===== config.mk =====
export PLATFORM = sky130hd
export DESIGN_NAME = local_branch_predictor
export DESIGN_NICKNAME = d
export VERILOG_FILES = /design/src/rtl/bp_pkg.sv /design/src/rtl/bp_table_ram.sv /design/src/rtl/local_branch_predictor.sv
export SDC_FILE = /design/constraint.sdc
export NUM_CORES = 1
export LEC_CHECK = 0
export ABC_AREA = 0
export ABC_CLOCK_PERIOD_IN_PS = 3500
export CAP_MARGIN = 20
export CORE_ASPECT_RATIO = 0.9
export CORE_MARGIN = 8
export CORE_UTILIZATION = 41
export CTS_CLUSTER_SIZE = 16
export DETAILED_ROUTE_END_ITERATION = 8
export PLACE_DENSITY = 0.61
export SETUP_SLACK_MARGIN = 0.02
export SLEW_MARGIN = 40
export SYNTH_ARGS = -nofsm -noshare
export SYNTH_HDL_FRONTEND = slang
export SYNTH_SLANG_ARGS = --single-unit

===== constraint.sdc =====
create_clock -name clk -period 3.5 [get_ports clk]
set_input_delay 0.525 -clock clk [delete_from_list [all_inputs] [get_ports clk]]
set_output_delay 0.525 -clock clk [all_outputs]
set_load 0.05 [all_outputs]

===== src/rtl/bp_pkg.sv =====
// Types and helpers shared by the fetch-side predictor and the MEM-stage
// counter-update logic.
package bp_pkg;

    // 2-bit saturating branch counter; bit 1 is the taken prediction.
    typedef enum logic [1:0] {
        SN = 2'b00,
        WN = 2'b01,
        WT = 2'b10,
        ST = 2'b11
    } counter_t;

    // Value every PHT entry holds after the init sweep.
    localparam counter_t CTR_RESET = WN;

    // Larger of two widths, used to size the shared init sweep counter.
    function automatic int max_int(input int a, input int b);
        return (a > b) ? a : b;
    endfunction

    // Saturating counter step on a resolved outcome (used by the MEM stage).
    function automatic counter_t ctr_next(input counter_t c, input logic taken);
        counter_t n;
        n = c;
        case (c)
            SN: n = taken ? WN : SN;
            WN: n = taken ? WT : SN;
            WT: n = taken ? ST : WN;
            ST: n = taken ? ST : WT;
            default: n = CTR_RESET;
        endcase
        return n;
    endfunction

endpackage


===== src/rtl/bp_table_ram.sv =====
// Small register-file table used for both the BHT and the PHT.
// The main read port is write-first: a write in the same cycle to the
// address being read is forwarded. A second, raw read port returns the
// stored contents without forwarding, for read-modify-write of an entry
// (forwarding there would loop the written data back into itself).
module bp_table_ram #(
    parameter int WIDTH  = 2,
    parameter int ADDR_W = 4
) (
    input  logic              clk,
    input  logic              we,
    input  logic [ADDR_W-1:0] wr_addr,
    input  logic [WIDTH-1:0]  wr_data,
    input  logic [ADDR_W-1:0] rd_addr,
    output logic [WIDTH-1:0]  rd_data,
    input  logic [ADDR_W-1:0] raw_addr,
    output logic [WIDTH-1:0]  raw_data
);

    localparam int DEPTH = 1 << ADDR_W;

    logic [WIDTH-1:0] mem [DEPTH];

    // Storage write; contents are initialised by the owner's sweep, not by reset.
    always_ff @(posedge clk) begin
        if (we) begin
            mem[wr_addr] <= wr_data;
        end
    end

    assign rd_data  = (we && (wr_addr == rd_addr)) ? wr_data : mem[rd_addr];
    assign raw_data = mem[raw_addr];

endmodule


===== src/rtl/local_branch_predictor.sv =====
// Fetch-side lookup of the local two-level predictor. Per-PC history from
// the BHT selects a 2-bit counter in the PHT; the result is registered for
// IF. MEM writes back the shifted history and the new counter. After reset
// the block sweeps both tables to their initial values before going ready.
module local_branch_predictor
    import bp_pkg::*;
#(
    parameter int BHT_IDX_W = 5,
    parameter int HIST_W    = 4
) (
    input  logic              clk,
    input  logic              rst,
    input  logic              if_read_en,
    input  logic [31:0]       if_pc,
    output logic              pred_valid,
    output logic [1:0]        pred_counter,
    output logic              pred_taken,
    output logic [HIST_W-1:0] pred_hist,
    output logic              ready,
    input  logic              mem_load,
    input  logic [31:0]       mem_pc,
    input  logic [HIST_W-1:0] mem_hist,
    input  logic              mem_actual,
    input  logic [1:0]        mem_updated_prediction
);

    localparam int CNT_W = max_int(BHT_IDX_W, HIST_W);

    typedef enum logic {
        INIT  = 1'b0,
        READY = 1'b1
    } state_t;

    state_t           state;
    logic [CNT_W-1:0] sweep_cnt;

    logic [BHT_IDX_W-1:0] if_idx;
    logic [BHT_IDX_W-1:0] mem_idx;

    // BHT signals
    logic                 bht_we;
    logic [BHT_IDX_W-1:0] bht_wa;
    logic [HIST_W-1:0]    bht_wd;
    logic [HIST_W-1:0]    old_hist;
    logic [HIST_W-1:0]    new_hist;
    logic [HIST_W-1:0]    lookup_hist;

    // PHT signals
    logic              pht_we;
    logic [HIST_W-1:0] pht_wa;
    logic [1:0]        pht_wd;
    logic [1:0]        lookup_ctr;
    logic [1:0]        unused_pht_raw;

    logic sweep_in_bht;
    logic sweep_in_pht;
    logic unused_pc_bits;

    assign if_idx   = if_pc[BHT_IDX_W+1:2];
    assign mem_idx  = mem_pc[BHT_IDX_W+1:2];
    assign new_hist = {old_hist[HIST_W-2:0], mem_actual};

    // The sweep counter spans the larger table; the smaller one stops early.
    assign sweep_in_bht = ((sweep_cnt >> BHT_IDX_W) == '0);
    assign sweep_in_pht = ((sweep_cnt >> HIST_W) == '0);

    assign unused_pc_bits = ^{if_pc[31:BHT_IDX_W+2], if_pc[1:0],
                              mem_pc[31:BHT_IDX_W+2], mem_pc[1:0]};

    // Table write-port steering: init sweep, MEM update, or nothing under reset.
    always_comb begin
        bht_we = 1'b0;
        bht_wa = mem_idx;
        bht_wd = new_hist;
        pht_we = 1'b0;
        pht_wa = mem_hist;
        pht_wd = mem_updated_prediction;
        if (!rst) begin
            if (state == INIT) begin
                bht_we = sweep_in_bht;
                bht_wa = sweep_cnt[BHT_IDX_W-1:0];
                bht_wd = '0;
                pht_we = sweep_in_pht;
                pht_wa = sweep_cnt[HIST_W-1:0];
                pht_wd = CTR_RESET;
            end else begin
                bht_we = mem_load;
                pht_we = mem_load;
            end
        end
    end

    // BHT: forwarded read serves the lookup, raw read feeds the history shift.
    bp_table_ram #(
        .WIDTH  (HIST_W),
        .ADDR_W (BHT_IDX_W)
    ) u_bht (
        .clk      (clk),
        .we       (bht_we),
        .wr_addr  (bht_wa),
        .wr_data  (bht_wd),
        .rd_addr  (if_idx),
        .rd_data  (lookup_hist),
        .raw_addr (mem_idx),
        .raw_data (old_hist)
    );

    // PHT: indexed by the (possibly forwarded) history, so both bypasses chain.
    bp_table_ram #(
        .WIDTH  (2),
        .ADDR_W (HIST_W)
    ) u_pht (
        .clk      (clk),
        .we       (pht_we),
        .wr_addr  (pht_wa),
        .wr_data  (pht_wd),
        .rd_addr  (lookup_hist),
        .rd_data  (lookup_ctr),
        .raw_addr (mem_hist),
        .raw_data (unused_pht_raw)
    );

    // INIT/READY FSM with sweep counter and registered lookup outputs.
    always_ff @(posedge clk) begin
        if (rst) begin
            state        <= INIT;
            sweep_cnt    <= '0;
            ready        <= 1'b0;
            pred_valid   <= 1'b0;
            pred_counter <= CTR_RESET;
            pred_hist    <= '0;
        end else begin
            case (state)
                INIT: begin
                    sweep_cnt <= sweep_cnt + 1'b1;
                    if (sweep_cnt == '1) begin
                        state <= READY;
                        ready <= 1'b1;
                    end
                end
                READY: begin
                    if (if_read_en) begin
                        pred_valid   <= 1'b1;
                        pred_hist    <= lookup_hist;
                        pred_counter <= lookup_ctr;
                    end
                end
                default: begin
                    state     <= INIT;
                    sweep_cnt <= '0;
                    ready     <= 1'b0;
                end
            endcase
        end
    end

    assign pred_taken = pred_counter[1];

endmodule


After elaboration in Yosys (flattened, before gate mapping)
Memories as Yosys holds them, arrays and structs flattened. A register that Yosys moved wholly into a read port is not among the register bits.
Cells that the tools add are included.
{"block": "word_totals", "latch_bits": 0, "rom_bits": 0, "regBits": 12, "output_inout_bits": 9, "wordCells": 34, "ram_bits": 160, "input_bits": 75, "memories": 2}
{"memory": "u_bht.mem", "depth": 32, "word_bits": 4, "read_ports": 2, "rd_ports_with_merged_regs": 0, "wr": 1, "line": "bp_table_ram.sv:22", "text": "logic [WIDTH-1:0] mem [DEPTH];"}
{"memory": "u_pht.mem", "depth": 16, "word_bits": 2, "read_ports": 1, "rd_ports_with_merged_regs": 1, "wr": 1, "line": "bp_table_ram.sv:22"}
{"block": "classes", "shift": 0, "n_mux": 19, "n_bitwise": 1, "mul": 0, "n_addsub": 1, "div_mod_pow": 0, "n_reduce_logical": 4, "magnitude_cmp": 0, "n_eq_ne": 2}
{"operator": "2-to-1 mux 4 bit", "n": 5}
{"operator": "2-to-1 mux 1 bit", "n": 10}
{"operator": "2-to-1 mux 5 bit", "n": 2}
{"operator": "adder 5 x 1 -> 5 bit (second input constant)", "n": 1}
{"operator": "== test 5 bit", "n": 1}
{"operator": "== test 5 bit (second input constant)", "n": 1}
{"operator": "zero test 5 bit", "n": 1}
{"operator": "2-to-1 mux 2 bit", "n": 2}
{"operator": "AND reduction 2 bit", "n": 2}
{"operator": "logical AND 1 bit", "n": 1}
{"operator": "NOT 1 bit", "n": 1}

Longest topological paths before layout
{"block": "depth", "depth_word": 5, "mapped_depth": 15, "depth_no_buf": 10}

By module
Synthesis repeated with hierarchy kept, for this count alone.
{"block": "hier_totals", "hier_cells": 535, "area_unflattened_um2": 8724.6}
{"module": "bp_table_ram (u_bht)", "area_each_um2": 6328.6, "cells_each": 344, "instances": 1, "seq_area_each_um2": 3843.7}
{"module": "bp_table_ram (u_pht)", "area_each_um2": 1672.9, "cells_each": 94, "instances": 1, "seq_area_each_um2": 960.9}
{"module": "local_branch_predictor", "area_each_um2": 723.2, "cells_each": 97, "instances": 1, "seq_area_each_um2": 280.3}

Worst setup path after synthesis
Ideal clock, no wire load.
{"block": "synth_timing", "path_kind": "input to register", "start": "in mem_pc[5]", "end": "reg pred_counter[1], read port of u_pht.mem", "t_required_ps": 3421, "slack_ps": -228, "stages": 12, "t_arrival_ps": 3648, "setup_time_ps": 79, "path_cell_list": "buf_2 > nor2b_1 > clkbuf_1 > a22oi_1 > nand3_1 > a41oi_1 > mux2i_4 > nand2b_1 > o22ai_1 > a221oi_1 > mux2_2 > a211oi_2"}
{"item": "from (decl)", "line": "local_branch_predictor.sv:21", "text": "input logic [31:0] mem_pc,"}
{"item": "memory read (32 x 4 bit) *"}
{"item": "2-to-1 mux 4 bit", "line": "local_branch_predictor.sv:79", "text": "if (state == INIT) begin"}
{"item": "2-to-1 mux 4 bit *", "line": "local_branch_predictor.sv:78", "text": "if (!rst) begin"}
{"item": "net bht_wd[1]", "line": "local_branch_predictor.sv:43", "text": "logic [HIST_W-1:0] bht_wd;"}
{"item": "2-to-1 mux 4 bit *", "line": "bp_table_ram.sv:31", "text": "assign rd_data = (we && (wr_addr == rd_addr)) ? wr_data : mem[rd_addr];"}
{"item": "to (decl)", "line": "local_branch_predictor.sv:16", "text": "output logic [1:0] pred_counter,"}
Mark *: on every way through the listed nets, which the timed path passes. The rest lies on a longest branch.
A chain may end at the register's enable or synchronous reset.

Final worst setup path
{"block": "layout_timing", "start": "in mem_pc[2]", "end": "reg pred_counter[0], read port of u_pht.mem"}
{"block": "layout_between", "elab_chain_cells": 5}
{"item": "branches (longest 4 deep; another with memory read (32 x 4 bit))"}
{"item": "2-to-1 mux 4 bit *", "line": "bp_table_ram.sv:31"}
Every way passes the cells marked *.

==> impl_metrics.env <==
export IMPL_status="finished, final reports clean"
export IMPL_asyncSetResetFlopFracSynth_pct=0
export IMPL_yosysWarningCount=0
export IMPL_grtUsageTotal_pct=18.4
export IMPL_die_area_um2=25800
export IMPL_fin_util_pct=48.9
export IMPL_final_setup_viol_count=0
export IMPL_placed_area_um2=9530
export IMPL_cts_tree="done"
export IMPL_globalRoute_totalOverflow=0
export IMPL_vdd_ir_drop_worst_mv=0.295
export IMPL_start_util_pct=41.4
export IMPL_number_of_vias_per_cell=5.94
export IMPL_cts_buffer_depth=2
export IMPL_postSynthAreaPerCell_um2=13.6
export IMPL_critical_path_required_ns=3.83
export IMPL_route_detailed_wl_per_inst_um=24.1
export IMPL_slew_violations=0
export IMPL_rr_endpoint="pred_counter[1]"
export IMPL_grt_start_max_net_pins=33
export IMPL_post_layout_nonfiller_instances=974
export IMPL_clock_sink_count=174
export IMPL_drt_antenna_violating_nets=0
export IMPL_power_net_switching_mw=1.19
export IMPL_yosys_cell_types_count=56
export IMPL_std_cell_rows=50
export IMPL_dp_cells=943
export IMPL_dp_hpwl_mm=17.1
export IMPL_worstSetupPathType="primary input to flip-flop"
export IMPL_grt_pass1_wl_mm=35.6
export IMPL_synth_top_flop_cell="sky130_fd_sc_hd__edfxtp_1"
export IMPL_power_density_nw_per_um2=469
export IMPL_antenna_cells=0
export IMPL_synth_edf_count=160
export IMPL_max_clk_rate_mhz=300
export IMPL_wl_mm=23.5
export IMPL_root_buffer="sky130_fd_sc_hd__clkbuf_16"
export IMPL_die_width_um=168
export IMPL_share_of_synthesized_area_occupied_by_flip_flops_and_latches_pct=59.4
export IMPL_r2r_worst_path_cells=10
export IMPL_p_leak_nw=3.56
export IMPL_grt_pass1_vias=5765
export IMPL_worst_setup_path_start_kind="primary input"
export IMPL_area_growth_pct=17.9
export IMPL_final_setup_skew_ns=0.0106
export IMPL_cap_violations=0
export IMPL_num_vias=5788
export IMPL_routabilityCongestion=1.07
export IMPL_period_share_pct=95.3
export IMPL_worst_hold_path_num_cells=2
export IMPL_final_nets=779
export IMPL_hold_path_startpoint="pred_valid"
export IMPL_relSlewSlack_pct=50.8
export IMPL_initialDrtViolationCount=725
export IMPL_rsz0062_at_grt="no"
export IMPL_p_seq_share_pct=49.0
export IMPL_h_tree_depth_reported_by_cts=4
export IMPL_drt_drc_violations_left=0
export IMPL_core_area_um2=20600
export IMPL_design_area_um2=10100
export IMPL_tightest_slew_ns=0.730
export IMPL_synth_cell_area_um2=8560
export IMPL_share_clk_of_total_power_pct=38.9
export IMPL_hold_ws_ns=0.480
export IMPL_firstDrtPassIters=5
export IMPL_drive_above_1_share_pct=21.4
export IMPL_comb_power_share_pct=12.1
export IMPL_switching_share_pct=25.1
export IMPL_critical_path_at_ns=3.66
export IMPL_holdPathEnd="pred_valid"
export IMPL_path_max_fanout=10
export IMPL_hold_viol=0
export IMPL_layout_setup_ws_ns=0.163
export IMPL_setup_slack_of_the_worst_register_to_register_path_ns=0.41
export IMPL_hold_class="flip-flop to flip-flop"
export IMPL_die_h_um=153
export IMPL_critical_path_endpoint_type="flip-flop"
export IMPL_internal_power_mw=3.54
export IMPL_clkTransAtPathRegs_ns=0.07
export IMPL_postSynthNetCount=705
export IMPL_numCtsBuffers=17
export IMPL_antenna_found_initial=0
export IMPL_total_power_mw=4.73
export IMPL_dp_slack_ns=-0.206
export IMPL_io_buffer_count=29
export IMPL_regToRegStartpoint="state"
export IMPL_total_negative_slack_for_setup_checks_ns=0
export IMPL_post_synthesis_cells=628
export IMPL_clk_latency_ns=0.44
export IMPL_yosys_register_bits=174
export IMPL_post_route_min_period_ns=3.34
export IMPL_ioPinCount=84
## metal layers
metal,vias to the layer above,wire length [um],global-route usage [%]
li1,2573,-,-
met1,2854,10400,26.2
met2,310,10200,26.8
met3,51,2250,4.53
met4,0,609,6.63
met5,-,0,0
## cells in the mapped netlist, types with 2 or more instances
| cell type | number | area share [%] |
|---|---|---|
| sky130_fd_sc_hd__a211oi_1 | 4 | 0.35 |
| sky130_fd_sc_hd__a21o_1 | 2 | 0.18 |
| sky130_fd_sc_hd__a21oi_1 | 21 | 1.2 |
| sky130_fd_sc_hd__a221oi_1 | 3 | 0.31 |
| sky130_fd_sc_hd__a22oi_1 | 17 | 1.5 |
| sky130_fd_sc_hd__a31oi_1 | 4 | 0.29 |
| sky130_fd_sc_hd__a41oi_1 | 2 | 0.20 |
| sky130_fd_sc_hd__and2_1 | 7 | 0.51 |
| sky130_fd_sc_hd__and3_1 | 5 | 0.37 |
| sky130_fd_sc_hd__buf_1 | 3 | 0.13 |
| sky130_fd_sc_hd__buf_2 | 7 | 0.41 |
| sky130_fd_sc_hd__buf_4 | 9 | 0.79 |
| sky130_fd_sc_hd__buf_6 | 5 | 0.66 |
| sky130_fd_sc_hd__clkbuf_1 | 16 | 0.70 |
| sky130_fd_sc_hd__dfxtp_1 | 14 | 3.3 |
| sky130_fd_sc_hd__edfxtp_1 | 160 | 56 |
| sky130_fd_sc_hd__ha_1 | 2 | 0.29 |
| sky130_fd_sc_hd__inv_1 | 9 | 0.39 |
| sky130_fd_sc_hd__mux2_2 | 10 | 1.3 |
| sky130_fd_sc_hd__mux2i_1 | 75 | 8.8 |
| sky130_fd_sc_hd__mux2i_4 | 2 | 0.53 |
| sky130_fd_sc_hd__mux4_2 | 32 | 8.4 |
| sky130_fd_sc_hd__nand2_1 | 42 | 1.8 |
| sky130_fd_sc_hd__nand2b_1 | 7 | 0.51 |
| sky130_fd_sc_hd__nand3_1 | 17 | 0.99 |
| sky130_fd_sc_hd__nand3b_1 | 5 | 0.44 |
| sky130_fd_sc_hd__nand4_1 | 4 | 0.29 |
| sky130_fd_sc_hd__nor2_1 | 75 | 3.3 |
| sky130_fd_sc_hd__nor2b_1 | 7 | 0.51 |
| sky130_fd_sc_hd__nor3_1 | 7 | 0.41 |
| sky130_fd_sc_hd__nor3b_1 | 6 | 0.53 |
| sky130_fd_sc_hd__nor4_1 | 2 | 0.15 |
| sky130_fd_sc_hd__o2111ai_1 | 2 | 0.20 |
| sky130_fd_sc_hd__o211ai_1 | 3 | 0.26 |
| sky130_fd_sc_hd__o21ai_0 | 9 | 0.53 |
| sky130_fd_sc_hd__o22ai_1 | 3 | 0.22 |
| sky130_fd_sc_hd__or2_2 | 2 | 0.15 |
| sky130_fd_sc_hd__or3_1 | 3 | 0.22 |
| sky130_fd_sc_hd__xnor2_1 | 5 | 0.51 |
| sky130_fd_sc_hd__xor2_1 | 4 | 0.41 |
## registers in the layout (all words and copies together), names as in the netlist
name / cells
ready: 1
u_bht.mem: 128
sweep_cnt: 5
pred_valid: 1
state: 1
u_pht.mem: 32
pred_counter: 2
pred_hist: 4
## worst max-delay path, cell delays in order
cell and delay (ns):
sky130_fd_sc_hd__clkdlybuf4s50_1 0.51, sky130_fd_sc_hd__buf_12 0.16, sky130_fd_sc_hd__mux4_2 0.52, sky130_fd_sc_hd__mux2i_1 0.17, sky130_fd_sc_hd__nor2_1 0.10, sky130_fd_sc_hd__nor4_1 0.45
sky130_fd_sc_hd__buf_4 0.20, sky130_fd_sc_hd__nor3_1 0.05, sky130_fd_sc_hd__a21oi_2 0.19, sky130_fd_sc_hd__xnor2_1 0.15, sky130_fd_sc_hd__nand4_1 0.23, sky130_fd_sc_hd__o31a_1 0.31
sky130_fd_sc_hd__o21a_1 0.10
## layout by cell type (no fill, tap or decap), drive strengths merged, types with 14 or more instances in the layout
cell	synthesis	routed
a21oi	22	22
a22oi	18	18
buf	24	68
clkbuf	16	18
clkdlybuf4s50	0	26
dfxtp	14	14
edfxtp	160	160
inv	10	15
mux2i	77	77
mux4	32	32
nand2	42	42
nand3	17	17
nor2	75	75
## timing repair
item,CTS,global route
endpoints found under the setup margin,0,2
setup buffers,0,0
hold buffers,0,0
gates resized for setup,0,1
## how the worst max path moves through the flow
stage	start	to	slack [ns]	cells past startpoint
global route	rst	pred_counter[1]	0.13	13
CTS	mem_pc[2]	pred_counter[0]	0.23	13
finish	mem_pc[2]	pred_counter[0]	0.16	13
global placement	mem_pc[2]	pred_counter[0]	-0.27	13
detailed placement	mem_pc[2]	pred_counter[0]	-0.21	13
floorplan	mem_pc[5]	pred_counter[1]	0.33	12
## cells by family after synthesis
kind of cell | after synthesis | share of synthesized area, %
simple gates | 190 | 10.3
flops | 174 | 59.4
mux | 120 | 19.2
compound gates | 83 | 6.76
buf+inv | 50 | 3.13
xor+xnor | 9 | 0.921
fa+ha+maj | 2 | 0.292
## area by class of cell
class	count	area, um2
inverters	10	37.5
clock buffers	17	425
repair buffers	95	871
fillers	1754	10600
multi-input cells	404	3210
clock inverters	14	135
flip-flops and latches	174	5090
well taps	260	325
## power groups by stage
stage	combinational, mW	clock (mW)	sequential, mW
4_1_cts	0.566	1.87	2.32
2_1_floorplan	0.344	0	2.36
3_3_place_gp	0.554	0	2.36
5_1_grt	0.609	1.94	2.32
6_report	0.572	1.84	2.32
3_5_place_dp	0.563	0	2.36
No activity file was read; power rests on OpenSTA's default activity.
